<file path="config.mk">
export PLATFORM = sky130hd
export DESIGN_NAME = line_arbiter
export DESIGN_NICKNAME = d
export VERILOG_FILES = /design/src/rtl/line_arb_pkg.sv /design/src/rtl/rr_select.sv /design/src/rtl/line_arbiter.sv
export SDC_FILE = /design/constraint.sdc
export NUM_CORES = 1
export LEC_CHECK = 0
export CAP_MARGIN = 20
export CORE_MARGIN = 2
export CORE_UTILIZATION = 50
export DETAILED_ROUTE_END_ITERATION = 12
export PLACE_DENSITY = 0.8
export SYNTH_ARGS = -nofsm -noshare
export SYNTH_HDL_FRONTEND = slang
export SYNTH_SLANG_ARGS = --single-unit
export TNS_END_PERCENT = 50
</file>
<file path="constraint.sdc">
create_clock -name clk -period 3.75 [get_ports clk]
set_clock_uncertainty 0.2 [all_clocks]
set_input_delay 1.125 -clock clk [delete_from_list [all_inputs] [get_ports clk]]
set_output_delay 1.125 -clock clk [all_outputs]
set_load 0.05 [all_outputs]
</file>
<file path="src/rtl/line_arb_pkg.sv">
// -----------------------------------------------------------------------------
// line_arb_pkg
// Shared types and defaults for the linedraw arbiter.
//   arb_state_t : arbiter FSM encoding (IDLE, ISSUE, WAITSTART, DRAW)
//   vec_t       : one line's endpoints at the default coordinate width
//   DEF_*       : default parameter values used by line_arbiter
// -----------------------------------------------------------------------------
package line_arb_pkg;

  localparam int DEF_NREQ          = 2;
  localparam int DEF_OUT_WIDTH     = 8;
  localparam int DEF_START_TIMEOUT = 15;

  typedef enum logic [1:0] {
    IDLE      = 2'd0,
    ISSUE     = 2'd1,
    WAITSTART = 2'd2,
    DRAW      = 2'd3
  } arb_state_t;

  typedef struct packed {
    logic [DEF_OUT_WIDTH-1:0] stax;
    logic [DEF_OUT_WIDTH-1:0] stay;
    logic [DEF_OUT_WIDTH-1:0] endx;
    logic [DEF_OUT_WIDTH-1:0] endy;
  } vec_t;

endpackage

</file>
<file path="src/rtl/rr_select.sv">
// -----------------------------------------------------------------------------
// rr_select
// Combinational round-robin picker. Scans last+1, last+2, ... modulo NREQ and
// returns the first pending index.
//   pending     in  NREQ   requesters waiting for the engine
//   last        in  OWN_W  index served most recently
//   grant       out OWN_W  chosen index (0 when nothing is pending)
//   any_pending out 1      at least one pending bit is set
// -----------------------------------------------------------------------------
module rr_select #(
  parameter int NREQ  = 2,
  parameter int OWN_W = $clog2(NREQ)
) (
  input  logic [NREQ-1:0]  pending,
  input  logic [OWN_W-1:0] last,
  output logic [OWN_W-1:0] grant,
  output logic             any_pending
);

  // Rotating priority scan; the first hit after 'last' wins.
  always_comb begin
    int               idx;
    logic [OWN_W-1:0] pos;
    grant       = {OWN_W{1'b0}};
    any_pending = 1'b0;
    idx         = 0;
    pos         = {OWN_W{1'b0}};
    for (int k = 1; k <= NREQ; k++) begin
      idx = int'(last) + k;
      if (idx >= NREQ) begin
        idx = idx - NREQ;
      end else begin
        idx = idx;
      end
      pos = OWN_W'(idx);
      if (!any_pending && pending[pos]) begin
        grant       = pos;
        any_pending = 1'b1;
      end else begin
        any_pending = any_pending;
      end
    end
  end

endmodule

</file>
<file path="src/rtl/line_arbiter.sv">
// -----------------------------------------------------------------------------
// line_arbiter
// Shares one linedraw engine between NREQ vector sources. Each request's
// endpoints are latched into a per-requester slot, the engine is granted
// round-robin and the go/busy handshake is sequenced. 'owner' tags the
// requester whose pixels linedraw is currently producing.
//   clk, rst                      clock, synchronous active-high reset
//   req_go/req_stax..req_endy     per-requester request and packed endpoints
//   req_busy                      per-requester busy (pending bit)
//   ld_go, ld_stax..ld_endy       request to linedraw
//   ld_busy                       linedraw busy
//   owner, owner_vld              current grant tag
//   err_clr                       clears sticky error flags
//   err_overrun, err_timeout      sticky error flags
// -----------------------------------------------------------------------------
module line_arbiter
  import line_arb_pkg::*;
#(
  parameter int NREQ          = DEF_NREQ,
  parameter int OUT_WIDTH     = DEF_OUT_WIDTH,
  parameter int START_TIMEOUT = DEF_START_TIMEOUT,
  parameter int OWN_W         = $clog2(NREQ)
) (
  input  logic                      clk,
  input  logic                      rst,
  input  logic [NREQ-1:0]           req_go,
  input  logic [NREQ*OUT_WIDTH-1:0] req_stax,
  input  logic [NREQ*OUT_WIDTH-1:0] req_stay,
  input  logic [NREQ*OUT_WIDTH-1:0] req_endx,
  input  logic [NREQ*OUT_WIDTH-1:0] req_endy,
  output logic [NREQ-1:0]           req_busy,
  output logic                      ld_go,
  output logic [OUT_WIDTH-1:0]      ld_stax,
  output logic [OUT_WIDTH-1:0]      ld_stay,
  output logic [OUT_WIDTH-1:0]      ld_endx,
  output logic [OUT_WIDTH-1:0]      ld_endy,
  input  logic                      ld_busy,
  output logic [OWN_W-1:0]          owner,
  output logic                      owner_vld,
  input  logic                      err_clr,
  output logic                      err_overrun,
  output logic                      err_timeout
);

  localparam int CNT_W = $clog2(START_TIMEOUT + 1);

  typedef struct packed {
    logic [OUT_WIDTH-1:0] stax;
    logic [OUT_WIDTH-1:0] stay;
    logic [OUT_WIDTH-1:0] endx;
    logic [OUT_WIDTH-1:0] endy;
  } coord_t;

  arb_state_t       state;
  logic [NREQ-1:0]  pending;
  coord_t           slot [NREQ];
  logic [OWN_W-1:0] last;
  logic [CNT_W-1:0] cnt;
  logic [CNT_W:0]   cnt_inc;
  logic [OWN_W-1:0] grant;
  logic             any_pending;
  logic             complete;
  logic             timeout_evt;
  logic             overrun_evt;
  logic [NREQ-1:0]  clr_mask;
  logic [NREQ-1:0]  capture;

  // The pending bits are registers, so busy appears the cycle after req_go.
  assign req_busy = pending;

  rr_select #(
    .NREQ  (NREQ),
    .OWN_W (OWN_W)
  ) u_rr (
    .pending     (pending),
    .last        (last),
    .grant       (grant),
    .any_pending (any_pending)
  );

  // Line completion: engine went idle in DRAW, or never started in WAITSTART.
  always_comb begin
    complete    = 1'b0;
    timeout_evt = 1'b0;
    cnt_inc     = {1'b0, cnt} + {{CNT_W{1'b0}}, 1'b1};
    case (state)
      WAITSTART: begin
        if (!ld_busy && (cnt_inc == (CNT_W+1)'(START_TIMEOUT))) begin
          complete    = 1'b1;
          timeout_evt = 1'b1;
        end else begin
          complete    = 1'b0;
        end
      end
      DRAW: begin
        if (!ld_busy) begin
          complete = 1'b1;
        end else begin
          complete = 1'b0;
        end
      end
      default: begin
        complete = 1'b0;
      end
    endcase
  end

  // Capture vs overrun: a slot being released this cycle may be re-captured.
  always_comb begin
    clr_mask = {NREQ{1'b0}};
    capture  = {NREQ{1'b0}};
    for (int i = 0; i < NREQ; i++) begin
      clr_mask[i] = complete && (owner == OWN_W'(i));
      capture[i]  = req_go[i] && (!pending[i] || clr_mask[i]);
    end
    overrun_evt = |(req_go & pending & ~clr_mask);
  end

  // Slot capture, grant sequencing and sticky error flags.
  always_ff @(posedge clk) begin
    if (rst) begin
      state       <= IDLE;
      pending     <= {NREQ{1'b0}};
      last        <= OWN_W'(NREQ - 1);
      cnt         <= {CNT_W{1'b0}};
      owner       <= {OWN_W{1'b0}};
      owner_vld   <= 1'b0;
      ld_go       <= 1'b0;
      ld_stax     <= {OUT_WIDTH{1'b0}};
      ld_stay     <= {OUT_WIDTH{1'b0}};
      ld_endx     <= {OUT_WIDTH{1'b0}};
      ld_endy     <= {OUT_WIDTH{1'b0}};
      err_overrun <= 1'b0;
      err_timeout <= 1'b0;
      for (int i = 0; i < NREQ; i++) begin
        slot[i] <= '0;
      end
    end else begin
      pending     <= (pending & ~clr_mask) | capture;
      err_overrun <= (err_overrun & ~err_clr) | overrun_evt;
      err_timeout <= (err_timeout & ~err_clr) | timeout_evt;
      ld_go       <= 1'b0;
      for (int i = 0; i < NREQ; i++) begin
        if (capture[i]) begin
          slot[i].stax <= req_stax[i*OUT_WIDTH +: OUT_WIDTH];
          slot[i].stay <= req_stay[i*OUT_WIDTH +: OUT_WIDTH];
          slot[i].endx <= req_endx[i*OUT_WIDTH +: OUT_WIDTH];
          slot[i].endy <= req_endy[i*OUT_WIDTH +: OUT_WIDTH];
        end
      end

      case (state)
        IDLE: begin
          if (any_pending) begin
            // ld_go is raised here so it is high during the ISSUE cycle.
            owner     <= grant;
            owner_vld <= 1'b1;
            ld_go     <= 1'b1;
            ld_stax   <= slot[grant].stax;
            ld_stay   <= slot[grant].stay;
            ld_endx   <= slot[grant].endx;
            ld_endy   <= slot[grant].endy;
            state     <= ISSUE;
          end
        end
        ISSUE: begin
          cnt   <= {CNT_W{1'b0}};
          state <= WAITSTART;
        end
        WAITSTART: begin
          if (ld_busy) begin
            state <= DRAW;
          end else begin
            cnt <= cnt_inc[CNT_W-1:0];
          end
        end
        DRAW: begin
          state <= DRAW;
        end
        default: begin
          state <= IDLE;
        end
      endcase

      // Completion overrides the per-state transition above.
      if (complete) begin
        last      <= owner;
        owner_vld <= 1'b0;
        state     <= IDLE;
      end
    end
  end

endmodule

</file>
==> flow_metrics.env <==
export IMPL_multi_input_area_mm2=0.00179
export IMPL_postCtsSetupBuffers=0
export IMPL_fp_dieW_um=102
export IMPL_p_total_mw=2.94
export IMPL_grt_pass1_wl_um=14900
export IMPL_async_flop_share_pct=0
export IMPL_syn_cell_area_mm2=0.00481
export IMPL_overflow=0
export IMPL_synthesis_nets=445
export IMPL_worst_setup_path_end_kind="flop"
export IMPL_start_util_pct=51.8
export IMPL_tritoncts="yes"
export IMPL_pre_cts_ws_ns=0.247
export IMPL_num_rows=35
export IMPL_hpwl_um=6600
export IMPL_cts_resized=0
export IMPL_worst_pin_slew_ns=0.769
export IMPL_dp_cells=587
export IMPL_synth_warnings=0
export IMPL_finalCritPeriodShare_pct=83.1
export IMPL_area_growth_pct=28.9
export IMPL_drive_gt1_share_pct=14.6
export IMPL_wire_per_inst_um=16.2
export IMPL_n_fill_cell=703
export IMPL_critical_path_class="input port to flop"
export IMPL_dpl_instance_area_mm2=0.00597
export IMPL_nNetsFinal=541
export IMPL_fin_crit_ns=3.12
export IMPL_synth_distinct_cells=40
export IMPL_drc_errors=0
export IMPL_synth_edf_count=64
export IMPL_antenna_found_initial=0
export IMPL_clk_pin_slew_ns=0.11
export IMPL_leakagePower_nw=2.21
export IMPL_clk_insertion_delay_late_ns=0.37
export IMPL_drtPass1Iterations=4
export IMPL_worst_path_max_fanout=24
export IMPL_cts_inserted_buffers=9
export IMPL_worstPathArrival_ns=2.99
export IMPL_place_gp_congestion=0.848
export IMPL_rsz0062_at_grt="no"
export IMPL_die_area_mm2=0.0104
export IMPL_hold_violations=0
export IMPL_drt_total_wl_um=9740
export IMPL_seq_area_frac_synth_pct=59.1
export IMPL_ios=109
export IMPL_viasPerCell=5.31
export IMPL_syn_area_per_cell_um2=12.9
export IMPL_synthFlopType="edfxtp_1"
export IMPL_postSynthCellCount=373
export IMPL_slew_headroom_pct=48.6
export IMPL_diodes=0
export IMPL_cts_hold_buffers=0
export IMPL_hp_class="flop to flop"
export IMPL_coreArea_mm2=0.00928
export IMPL_setup_violations=0
export IMPL_via_count=3199
export IMPL_clock_fmax_mhz=321
export IMPL_status="finished, final reports clean"
export IMPL_postRouteAntennaNets=0
export IMPL_irDropWorstVdd_mv=0.293
export IMPL_synthTopCellsByArea="edfxtp_1, dfxtp_1, nor3b_2, mux2i_1, a211oi_1"
export IMPL_setup_tns_ns=0
export IMPL_grt_pass1_vias=3034
export IMPL_final_cells=603
export IMPL_cts_root_buffer="clkbuf_8"
export IMPL_htreeDepth=3
export IMPL_io_buffers=108
export IMPL_die_h_um=102
export IMPL_cts_buffer_depth=2
export IMPL_grt_util_all_layers_pct=18.8
export IMPL_start_kind="input port"
export IMPL_worstPathRequired_ns=3.62
export IMPL_grt_max_degree=53
export IMPL_initialDrtViolationCount=110
export IMPL_max_cap_violations=0
export IMPL_postLayoutCellArea_mm2=0.00620
export IMPL_ys_ff_latch=110
export IMPL_synth_top_cell_area_share_pct=40.0
export IMPL_yosysTopAreaCell="edfxtp_1"
export IMPL_seq_area_mm2=0.00284
export IMPL_slew_violations=0
export IMPL_cts_sinks=110
export IMPL_setup_ws_ns=0.635
export IMPL_power_density_mw_per_mm2=474
kinds of logic after synthesis:
| group | Yosys count | share of synthesized area (%) |
|---|---|---|
| muxes | 35 | 7.29 |
| adders and majority gates | 2 | 0.520 |
| AOI/OAI and AO/OA | 57 | 8.48 |
| and+or+nand+nor | 133 | 19.9 |
| DFF | 110 | 59.1 |
| xor gates and xnor gates | 3 | 0.547 |
| buffers and inverters | 33 | 4.11 |
final cells by class:
type | instances | area share [%]
inverter | 4 | 0.242
clock inverter | 7 | 1.66
tap | 129 | 2.60
sequential | 110 | 45.9
timing repair buffer | 114 | 18.7
multi-input combinational | 230 | 28.9
clock buffer | 9 | 2.00
metal layers:
layer  wire length [um]  vias to the layer above  GRT usage, %
met5                  0                        -             0
met4                206                        0          8.10
met3                420                       18          3.01
met1               4120                     1542          23.9
li1                   -                     1548             -
met2               4990                       91          32.0
worst max-delay path, stage by stage:
cell             delay, ns
clkdlybuf4s50_1       0.51
nor2_1                0.28
nand4_1               0.16
o21ai_1               0.32
a21o_2                0.35
buf_12                0.23
cells in the mapped netlist (all sizes together) (5+ instances only):
master	number
a21oi	7
nor3b	41
edfxtp	64
clkbuf	8
dfxtp	46
a211oi	32
buf	21
and2	25
nand2	5
mux2i	35
nor2	48
placed cells by master, fill, tap and decap left out, types with 2 or more instances in the layout:
cell             synthesis  final
clkdlybuf4s50_1          0    107
edfxtp_1                64     64
nor2_1                  48     48
dfxtp_1                 46     46
nor3b_2                 40     40
mux2i_1                 35     35
a211oi_1                32     32
and2_1                  25     25
clkbuf_8                 0      9
a21oi_1                  7      7
nand2_1                  5      5
inv_1                    4      4
buf_4                    1      4
nand3_1                  3      3
o21ai_0                  3      3
nor3_1                   3      3
a31oi_1                  3      3
buf_12                   0      3
xor2_1                   2      2
o211ai_1                 2      2
nor2b_1                  2      2
ha_1                     2      2
bufinv_16                0      2
inv_6                    0      2
sequential cells by signal, indices dropped and copies added, names as in the netlist, 2 cells and up:
| name | count |
|---|---|
| req_busy | 2 |
| slot | 64 |
| state | 2 |
| ld_stay | 8 |
| cnt | 4 |
| ld_endy | 8 |
| ld_endx | 8 |
| ld_stax | 8 |
final timing paths:
path                                           endpoint                     from  slack, ns  cells past startpoint
worst min register to register  ld_endx[5]$_SDFFE_PP0P_  ld_endx[5]$_SDFFE_PP0P_       0.30                      2
worst min-delay path            ld_endx[5]$_SDFFE_PP0P_  ld_endx[5]$_SDFFE_PP0P_       0.30                      2
worst max register to register    slot[1][10]$_DFFE_PP_      cnt[0]$_SDFFE_PP0P_       1.30                      6
worst max-delay path              slot[1][10]$_DFFE_PP_                  ld_busy       0.63                      6
stage by stage:
stage	hold WS, ns	util (%)
6_report	0.300	66.8
5_1_grt	0.322	66.8
4_1_cts	0.306	66.8
3_3_place_gp	0.287	64.3
2_1_floorplan	0.232	-
3_5_place_dp	0.291	64.3
where the power goes:
part | internal [mW] | leakage (nW) | switching, mW
Combinational | 0.270 | 1.03 | 0.412
Sequential | 1.40 | 1.07 | 0.0587
Clock | 0.386 | 0.116 | 0.411
Total | 2.06 | 2.21 | 0.881
Note: power is estimated with default switching activity, not from simulation.
